$ cat src/rtl/alu_pipe_if.sv
// rtl/alu_pipe_if.sv - operand-in / result-out handshake bundle for alu_pipe
// Purpose : groups the issue stream (in_*) and result stream (out_*) of the ALU.
// Ports   : master = upstream issuer and result sink; slave = the ALU itself.
//           in_valid/in_ready/in_op/in_s/in_a/in_b/in_sh_c   operation offered
//           out_valid/out_ready/out_result/out_wr/out_flags  result returned
interface alu_pipe_if #(
    parameter int WIDTH = 32
);
    logic             in_valid;
    logic             in_ready;
    logic [3:0]       in_op;
    logic             in_s;
    logic [WIDTH-1:0] in_a;
    logic [WIDTH-1:0] in_b;
    logic             in_sh_c;
    logic             out_valid;
    logic             out_ready;
    logic [WIDTH-1:0] out_result;
    logic             out_wr;
    logic [3:0]       out_flags;

    modport master (
        output in_valid, in_op, in_s, in_a, in_b, in_sh_c, out_ready,
        input  in_ready, out_valid, out_result, out_wr, out_flags
    );

    modport slave (
        input  in_valid, in_op, in_s, in_a, in_b, in_sh_c, out_ready,
        output in_ready, out_valid, out_result, out_wr, out_flags
    );
endinterface

$ cat src/rtl/alu_pipe.sv
// rtl/alu_pipe.sv - two-stage pipelined ARM data-processing ALU with NZCV flags
// Purpose : executes the 16 ARM data-processing opcodes behind a valid/ready
//           handshake and owns the architectural NZCV register.
// Ports   : clk, rst_n (async active-low), flush (sync drop of in-flight ops)
//           bus        alu_pipe_if.slave operand/result streams
//           flag_we    external NZCV write strobe, flag_wdata its value
//           flags_q    current architectural NZCV
module alu_pipe #(
    parameter int         WIDTH      = 32,
    parameter logic [3:0] FLAG_RESET = 4'b0000
) (
    input  logic          clk,
    input  logic          rst_n,
    input  logic          flush,
    alu_pipe_if.slave     bus,
    input  logic          flag_we,
    input  logic [3:0]    flag_wdata,
    output logic [3:0]    flags_q
);
    // Stage 1: captured operation
    logic             s1_valid_q;
    logic [3:0]       s1_op_q;
    logic             s1_s_q;
    logic [WIDTH-1:0] s1_a_q;
    logic [WIDTH-1:0] s1_b_q;
    logic             s1_sh_c_q;

    // Stage 2: registered result, drives the output stream directly
    logic             s2_valid_q;
    logic [WIDTH-1:0] s2_result_q;
    logic             s2_wr_q;
    logic [3:0]       s2_flags_q;

    logic             s2_load;
    logic             in_ready_d;
    logic             accept;

    // Combinational execute
    logic             is_test;
    logic             s_eff;
    logic             arith;
    logic [WIDTH-1:0] x;
    logic [WIDTH-1:0] y;
    logic             cin;
    logic [WIDTH:0]   sum;
    logic [WIDTH-1:0] result_d;
    logic [3:0]       flags_d;
    logic [3:0]       out_flags_d;

    assign s2_load    = s1_valid_q & (~s2_valid_q | bus.out_ready);
    assign in_ready_d = ~s1_valid_q | s2_load;
    assign accept     = bus.in_valid & in_ready_d;

    // TST/TEQ/CMP/CMN (8..B) always set flags and never write back
    assign is_test = (s1_op_q[3:2] == 2'b10);
    assign s_eff   = s1_s_q | is_test;

    always_comb begin
        x        = '0;
        y        = '0;
        cin      = 1'b0;
        arith    = 1'b0;
        result_d = '0;
        case (s1_op_q)
            4'h0, 4'h8: result_d = s1_a_q & s1_b_q;
            4'h1, 4'h9: result_d = s1_a_q ^ s1_b_q;
            4'h2, 4'hA: begin arith = 1'b1; x = s1_a_q; y = ~s1_b_q; cin = 1'b1;       end
            4'h3:       begin arith = 1'b1; x = s1_b_q; y = ~s1_a_q; cin = 1'b1;       end
            4'h4, 4'hB: begin arith = 1'b1; x = s1_a_q; y = s1_b_q;  cin = 1'b0;       end
            4'h5:       begin arith = 1'b1; x = s1_a_q; y = s1_b_q;  cin = flags_q[1]; end
            4'h6:       begin arith = 1'b1; x = s1_a_q; y = ~s1_b_q; cin = flags_q[1]; end
            4'h7:       begin arith = 1'b1; x = s1_b_q; y = ~s1_a_q; cin = flags_q[1]; end
            4'hC:       result_d = s1_a_q | s1_b_q;
            4'hD:       result_d = s1_b_q;
            4'hE:       result_d = s1_a_q & ~s1_b_q;
            default:    result_d = ~s1_b_q;
        endcase
        // Subtracts are folded into additions of the inverted operand, so the
        // carry-out is already NOT borrow.
        sum = {1'b0, x} + {1'b0, y} + {{WIDTH{1'b0}}, cin};
        if (arith) begin
            result_d = sum[WIDTH-1:0];
        end
        flags_d[3] = result_d[WIDTH-1];
        flags_d[2] = (result_d == '0);
        flags_d[1] = arith ? sum[WIDTH] : s1_sh_c_q;
        flags_d[0] = arith ? ((x[WIDTH-1] == y[WIDTH-1]) && (result_d[WIDTH-1] != x[WIDTH-1]))
                           : flags_q[0];
        out_flags_d = s_eff ? flags_d : flags_q;
    end

    always_ff @(posedge clk or negedge rst_n) begin
        if (!rst_n) begin
            s1_valid_q  <= 1'b0;
            s1_op_q     <= '0;
            s1_s_q      <= 1'b0;
            s1_a_q      <= '0;
            s1_b_q      <= '0;
            s1_sh_c_q   <= 1'b0;
            s2_valid_q  <= 1'b0;
            s2_result_q <= '0;
            s2_wr_q     <= 1'b0;
            s2_flags_q  <= '0;
            flags_q     <= FLAG_RESET;
        end else begin
            if (flush) begin
                s1_valid_q <= 1'b0;
            end else if (accept) begin
                s1_valid_q <= 1'b1;
                s1_op_q    <= bus.in_op;
                s1_s_q     <= bus.in_s;
                s1_a_q     <= bus.in_a;
                s1_b_q     <= bus.in_b;
                s1_sh_c_q  <= bus.in_sh_c;
            end else if (s2_load) begin
                s1_valid_q <= 1'b0;
            end

            if (flush) begin
                s2_valid_q <= 1'b0;
            end else if (s2_load) begin
                s2_valid_q  <= 1'b1;
                s2_result_q <= result_d;
                s2_wr_q     <= ~is_test;
                s2_flags_q  <= out_flags_d;
            end else if (bus.out_ready) begin
                s2_valid_q <= 1'b0;
            end

            // An MSR-style write overrides the pipeline's own update that cycle
            if (flag_we) begin
                flags_q <= flag_wdata;
            end else if (s2_load && s_eff && !flush) begin
                flags_q <= flags_d;
            end
        end
    end

    assign bus.in_ready   = in_ready_d;
    assign bus.out_valid  = s2_valid_q;
    assign bus.out_result = s2_result_q;
    assign bus.out_wr     = s2_wr_q;
    assign bus.out_flags  = s2_flags_q;
endmodule

$ cat src/flat_wrapper.sv
// flat-port wrapper written by rule: the top's interface ports become plain ports
module alu_pipe_flat 
#(
    parameter int         WIDTH      = 32,
    parameter logic [3:0] FLAG_RESET = 4'b0000
)
  (clk, rst_n, flush, flag_we, flag_wdata, flags_q, bus_in_valid, bus_in_op, bus_in_s, bus_in_a, bus_in_b, bus_in_sh_c, bus_out_ready, bus_in_ready, bus_out_valid, bus_out_result, bus_out_wr, bus_out_flags);
  alu_pipe_if #(.WIDTH(WIDTH)) bus_i ();
  input  logic clk;
  input  logic rst_n;
  input  logic flush;
  input  logic flag_we;
  input  logic [3:0] flag_wdata;
  output logic [3:0] flags_q;
  input wire logic [$bits(bus_i.in_valid)-1:0] bus_in_valid;
  input wire logic [$bits(bus_i.in_op)-1:0] bus_in_op;
  input wire logic [$bits(bus_i.in_s)-1:0] bus_in_s;
  input wire logic [$bits(bus_i.in_a)-1:0] bus_in_a;
  input wire logic [$bits(bus_i.in_b)-1:0] bus_in_b;
  input wire logic [$bits(bus_i.in_sh_c)-1:0] bus_in_sh_c;
  input wire logic [$bits(bus_i.out_ready)-1:0] bus_out_ready;
  output wire logic [$bits(bus_i.in_ready)-1:0] bus_in_ready;
  output wire logic [$bits(bus_i.out_valid)-1:0] bus_out_valid;
  output wire logic [$bits(bus_i.out_result)-1:0] bus_out_result;
  output wire logic [$bits(bus_i.out_wr)-1:0] bus_out_wr;
  output wire logic [$bits(bus_i.out_flags)-1:0] bus_out_flags;
  assign bus_i.in_valid = bus_in_valid;
  assign bus_i.in_op = bus_in_op;
  assign bus_i.in_s = bus_in_s;
  assign bus_i.in_a = bus_in_a;
  assign bus_i.in_b = bus_in_b;
  assign bus_i.in_sh_c = bus_in_sh_c;
  assign bus_i.out_ready = bus_out_ready;
  assign bus_in_ready = bus_i.in_ready;
  assign bus_out_valid = bus_i.out_valid;
  assign bus_out_result = bus_i.out_result;
  assign bus_out_wr = bus_i.out_wr;
  assign bus_out_flags = bus_i.out_flags;
  alu_pipe #(.WIDTH(WIDTH), .FLAG_RESET(FLAG_RESET)) u_core (.clk(clk), .rst_n(rst_n), .flush(flush), .bus(bus_i), .flag_we(flag_we), .flag_wdata(flag_wdata), .flags_q(flags_q));
endmodule
$ cat config.mk
export PLATFORM = sky130hd
export DESIGN_NAME = alu_pipe_flat
export DESIGN_NICKNAME = d
export VERILOG_FILES = /design/src/rtl/alu_pipe_if.sv /design/src/rtl/alu_pipe.sv /design/src/flat_wrapper.sv
export SDC_FILE = /design/constraint.sdc
export NUM_CORES = 1
export LEC_CHECK = 0
export ABC_AREA = 1
export CAP_MARGIN = 25
export CORE_UTILIZATION = 60
export CTS_BUF_LIST = sky130_fd_sc_hd__clkbuf_8
export DETAILED_ROUTE_END_ITERATION = 8
export PLACE_DENSITY_LB_ADDON = 0.3
export SKIP_LAST_GASP = 1
export SLEW_MARGIN = 20
export SYNTH_ARGS = -nofsm -noshare
export SYNTH_HDL_FRONTEND = slang
export SYNTH_SLANG_ARGS = --single-unit
$ cat constraint.sdc
create_clock -name clk -period 8.5 [get_ports clk]
set_input_delay 1.7 -clock clk [delete_from_list [all_inputs] [get_ports clk]]
set_output_delay 1.7 -clock clk [all_outputs]
set_load 0.005 [all_outputs]
# After elaboration in Yosys (flattened, before gate mapping)
# Index checks and enable logic that the tools add are counted.
# classes
n_bitwise	15
muxes	17
addsub	2
eq_ne	17
reduce_logical	20
# ops
op	count
$pmux W32 S6	1
$pmux W32 S3	1
$and A32 B32 Y32	2
$not A32 Y32	2
$pmux W32 S2	1
$add A32 B32 Y33	1
$add A33 B1 Y33	1
$logic_not A32 Y1	1
$mux W32	1
$or A32 B32 Y32	1
$xor A32 B32 Y32	1
$eq A4 B4 Y1 const B	7
$eq A4 B3 Y1 const B	4
$mux W4	3
$reduce_or A3 Y1	4
$mux W1	9
$eq A4 B2 Y1 const B	2
$reduce_or A8 Y1	1
$reduce_bool A3 Y1	2
$reduce_or A2 Y1	3
$reduce_or A6 Y1	1
$eq A4 B1 Y1 const B	1
$logic_not A4 Y1	1
$not A1 Y1	4
10 further kinds	16
# word_totals
elab_cells	82
regBits	113

# Depth between registers and ports, before layout
# depth
ltp_word	11
mapped_depth	28
depth_no_buf	28

# Least setup slack after synthesis
# Ideal clock, no wire load.
# synth_path
path_kind	input port to output port
from	in bus_out_ready
to	out bus_in_ready
stages	2
required_time_ns	6.800
arrival_time_ns	1.951
slack_ns	4.849
path_cell_list	nor2_1 -> nand2_1
# synth_via
elab_chain_len	3
# synth_lines
item	line	source
from (decl)	flat_wrapper.sv:21	input wire logic [$bits(bus_i.out_ready)-1:0] bus_out_ready;
$or A1 B1 Y1	alu_pipe.sv:50	assign s2_load = s1_valid_q & (~s2_valid_q | bus.out_ready);
$and A1 B1 Y1	alu_pipe.sv:50	
$or A1 B1 Y1	alu_pipe.sv:51	assign in_ready_d = ~s1_valid_q | s2_load;
to (decl)	flat_wrapper.sv:22	output wire logic [$bits(bus_i.in_ready)-1:0] bus_in_ready;
# No other way between the ends.

# Worst setup path after layout
# layout_path
from	reg u_core.s1_op_q[1]
to	reg u_core.s2_flags_q[2] (netlist: u_core.bus.out_flags[2])
# layout_via
elab_chain_len	8
word_cells_on_any_way	34
# layout_lines
item	line	source
from (decl)	alu_pipe.sv:22	logic [3:0] s1_op_q;
from (signal assigned)	alu_pipe.sv:110	s1_op_q <= bus.in_op;
$eq A4 B2 Y1 (tied with other cells)	alu_pipe.sv:64	case (s1_op_q)
$reduce_or A6 Y1 (no source line) (tied with other cells)	-	
$pmux W32 S2 or $pmux W32 S3 (tied branches)	alu_pipe.sv:64	
$add A32 B32 Y33	alu_pipe.sv:80	sum = {1'b0, x} + {1'b0, y} + {{WIDTH{1'b0}}, cin};
$add A33 B1 Y33	alu_pipe.sv:80	
$mux W32 *	alu_pipe.sv:81	if (arith) begin
$logic_not A32 Y1 *	alu_pipe.sv:85	flags_d[2] = (result_d == '0);
$mux W4 *	alu_pipe.sv:89	out_flags_d = s_eff ? flags_d : flags_q;
to (signal assigned)	alu_pipe.sv:125	s2_flags_q <= out_flags_d;
to (decl)	alu_pipe.sv:32	logic [3:0] s2_flags_q;
# Every way passes the cells marked *; elsewhere a longest branch is shown, timed or not.
# A chain may end at the register's enable or synchronous reset.

==> impl_results.md <==
- Outcome: finished, final reports clean
- Layout cells sized above 1: 0.0368
- Final Net Count: approximately 1.8k
- Reg2Reg Setup Slack: 3.47 ns
- Setup CP Type: reg2reg
- Die area: ~0.017 mm2
- Synthesis Warnings: 0
- Vias in the first global route: roughly 10k
- Total CTS buffers: 17
- Post-route cell area: about 0.012 mm2
- Post-synthesis sequential area ratio: 0.287
- Area after DPL: between 0.01 and 0.015 mm2
- Post-synth EDFFs: 0
- Final setup vio count: 0
- Grt ovf: 0
- Filler cell count: 1,403
- All-Layer GR Usage: 0.396
- Post-DRT Antenna Nets: 0
- Num Clock Sinks: ~110
- Worst Setup EP: u_core.bus.out_flags[2]$_DFFE_PN0P_
- Worst slew pin tran: ~1.0 ns
- Placed Cells: ~1.8k
- Vias after detailed routing: 11.1k
- Flops & latches, synth: 113
- Critical path launch point: u_core.s1_op_q[1]$_DFFE_PN0P_
- Pwr dens: around 220 mW/mm2
- Clk_lat worst skew: 0.46 ns
- IO buf count: 122
- CTS tree: yes
- Die width: about 130 um
- Initial DRC Count: ~1.4k
- CTS H-Tree Depth: 4
- Worst hold-check slack: a little under 0.5 ns
- Ys async rst share: 1.00
- Post-CTS setup buffer count: 0
- Die Span Y: 130 um
- Worst setup SP type: flop
- Synthesis-to-layout area growth: 17.4%
- Core Box Area: 0.0159 mm2
- CTS resizes: 0
- DRT Wirelength: 32,500 um
- Cell count after synthesis: approximately 1.6k
- R2r endpoint: u_core.bus.out_flags[2]$_DFFE_PN0P_
- Slew Limit Headroom: 0.300
- VDD IR max: 0.124 mV
- Antenna diode count: 0
- RSZ-0062 raised after global routing: false
- WL/cell: 17.4 um
- Rows: 46
- # hold bufs at CTS: 0
- MaxCap Viol Count: 0
- Largest net degree at the start of global routing: 79
- Gp weighted congestion: 1.01
- Setup total negative slack: 0 ns
- Storage element area: 0.00283 mm2
- Final Util: 0.725
- Final Max Tran Viols: 0
- Clock Skew: roughly 0.011 ns
- Area of the multi-input gates: around 0.0059 mm2
- DR DRC count: 0
- Syn Std Cell Area: ~0.0099 mm2
- Clock transition at path regs: 0.07 ns
- Hpwl dp: about 24,000 um
- Worst Setup End Kind: flop
- I/O pin count: 123
- Root buf cell: clkbuf_8
- Pleak: ~0.006 uW
- Syn Nets: 1,703
- Average via count per standard cell: 5.92
- HP Class: reg2reg
- Clock Tree Buf Depth: 2
- Worst Reg-to-Reg Cells: 24
- Worst path required time: between 8 and 9 ns
- Post-route insts no fill: between 1.5k and 2k
- Clock period minus worst slack: roughly 5.0 ns
- DRT Pass-1 Iters: 6
- Number of distinct library cells after synthesis: 42
- F_max: just under 200 MHz
- Final hold viol count: 0
- First-pass GRT wire length: between 50,000 and 60,000 um
- WP data arrival: 5.42 ns
- CP max FO: 33
- Primary FF master, synth: dfrtp_1
- Mean Syn Cell Area: between 6 and 7 um2
- Initial core utilization: 0.618
- Period utilization: 0.591
- Reg2reg start: u_core.s1_op_q[1]$_DFFE_PN0P_
- Initial antenna violation count: 0
[power by group]
| group | leakage [uW] | total (uW) | internal (uW) | switching, uW |
|---|---|---|---|---|
| Clock | 0.000195 | 526 | 282 | 244 |
| Sequential | 0.00128 | 733 | 646 | 87.0 |
| Combinational | 0.00445 | 1330 | 503 | 831 |
| Total | 0.00592 | 2590 | 1430 | 1160 |
[layout make-up]
type	instances	share of cell area
inverters	235	0.0763
clock buffers	17	0.0202
flip-flops and latches	113	0.245
repair buffers	130	0.112
clock inverters	13	0.0129
well taps	216	0.0234
multi-input cells	1149	0.511
[sequential cells by signal (all words and copies together) (netlist names)]
| register | flops |
|---|---|
| u_core.s1_valid_q | 1 |
| u_core.s1_op_q | 4 |
| u_core.bus.out_wr | 1 |
| u_core.flags_q | 4 |
| u_core.bus.out_result | 32 |
| u_core.bus.out_valid | 1 |
| u_core.s1_s_q | 1 |
| u_core.s1_a_q | 32 |
| u_core.s1_sh_c_q | 1 |
| u_core.bus.out_flags | 4 |
| u_core.s1_b_q | 32 |
[cell families after synthesis]
family                   after synthesis  synth area share
AO/OA/AOI/OAI                        292             0.174
XOR/XNOR                               6           0.00533
adder cells (fa/ha/maj)               65            0.0841
multiplexers                           2           0.00229
flip-flops                           113             0.287
AND/OR/NAND/NOR                      784             0.329
buffers and inverters                296             0.118
[worst min-delay path by stage]
stage	start	endpoint	cells after the start	slack [ns]
finish	u_core.bus.out_result[14]$_DFFE_PN0P_	u_core.bus.out_result[14]$_DFFE_PN0P_	2	0.49
global route	u_core.bus.out_result[14]$_DFFE_PN0P_	u_core.bus.out_result[14]$_DFFE_PN0P_	2	0.50
CTS	u_core.bus.out_flags[2]$_DFFE_PN0P_	u_core.bus.out_flags[2]$_DFFE_PN0P_	2	0.49
detailed placement	u_core.bus.out_flags[2]$_DFFE_PN0P_	u_core.bus.out_flags[2]$_DFFE_PN0P_	2	0.47
global placement	u_core.bus.out_wr$_DFFE_PN0P_	u_core.bus.out_wr$_DFFE_PN0P_	2	0.47
floorplan	u_core.bus.out_flags[0]$_DFFE_PN0P_	u_core.bus.out_flags[0]$_DFFE_PN0P_	2	0.47
[worst max-delay path, stage by stage, from the launching register on]
cell       delay (ns)
dfrtp_1          0.48
nand2_1          0.28
inv_2            0.44
o2bb2ai_4        0.51
nor2_4           0.37
a2bb2oi_1        0.25
fa_1             0.46
fa_1             0.47
inv_1            0.14
nand3_1          0.10
nand3_1          0.15
nand2_1          0.09
nand2_1          0.11
nand3_1          0.10
nand2_1          0.09
nand2_1          0.05
nand3_1          0.08
nand2_1          0.10
nor2_1           0.19
nand2_1          0.07
nor2_1           0.11
nand3_1          0.11
nand2_1          0.08
nand2_1          0.06
nand2_1          0.05
[placed cells by master, fill, tap and decap left out, types with 17 or more instances in the layout]
| cell | count |
|---|---|
| a21oi_1 | 126 |
| a31oi_1 | 21 |
| clkbuf_8 | 17 |
| clkdlybuf4s50_1 | 121 |
| dfrtp_1 | 113 |
| ha_1 | 63 |
| inv_1 | 232 |
| nand2_1 | 455 |
| nand3_1 | 70 |
| nand4_1 | 35 |
| nor2_1 | 183 |
| o21ai_0 | 52 |
| o221ai_1 | 30 |
| o22ai_1 | 43 |
[routing by layer]
| layer | wire length, um | vias to the layer above | share of wire | global-route usage |
|---|---|---|---|---|
| met2 | 13500 | 697 | 0.41 | 0.580 |
| met5 | 0 | - | 0 | 0 |
| met3 | 4290 | 116 | 0.13 | 0.128 |
| met1 | 13700 | 5001 | 0.42 | 0.537 |
| met4 | 1080 | 0 | 0.033 | 0.157 |
| li1 | - | 5270 | - | - |
[cell usage after synthesis (all sizes together) (5+ instances only)]
| cell | n | share of area |
|---|---|---|
| o21ai | 54 | 0.027 |
| nand3b | 14 | 0.011 |
| dfrtp | 113 | 0.29 |
| o211ai | 7 | 0.0053 |
| ha | 63 | 0.080 |
| nand4 | 35 | 0.022 |
| buf | 19 | 0.013 |
| o22ai | 43 | 0.027 |
| inv | 234 | 0.089 |
| nor3 | 9 | 0.0056 |
| a31oi | 21 | 0.013 |
| clkbuf | 42 | 0.016 |
| or2 | 6 | 0.0038 |
| nor2 | 188 | 0.073 |
| nand2 | 459 | 0.18 |
| o221ai | 30 | 0.027 |
| xor2 | 5 | 0.0044 |
| a21oi | 126 | 0.064 |
| nand3 | 70 | 0.036 |
[per-stage QoR]
step | worst slack (ns) | total power, uW
final | 3.47 | 2590
after global routing | 3.29 | 2760
after CTS | 3.67 | 2550
after detailed placement | 3.73 | 2020
after global placement | 3.84 | 1990
after floorplan | 4.85 | 1540
Power figures use the tool's default switching activity.
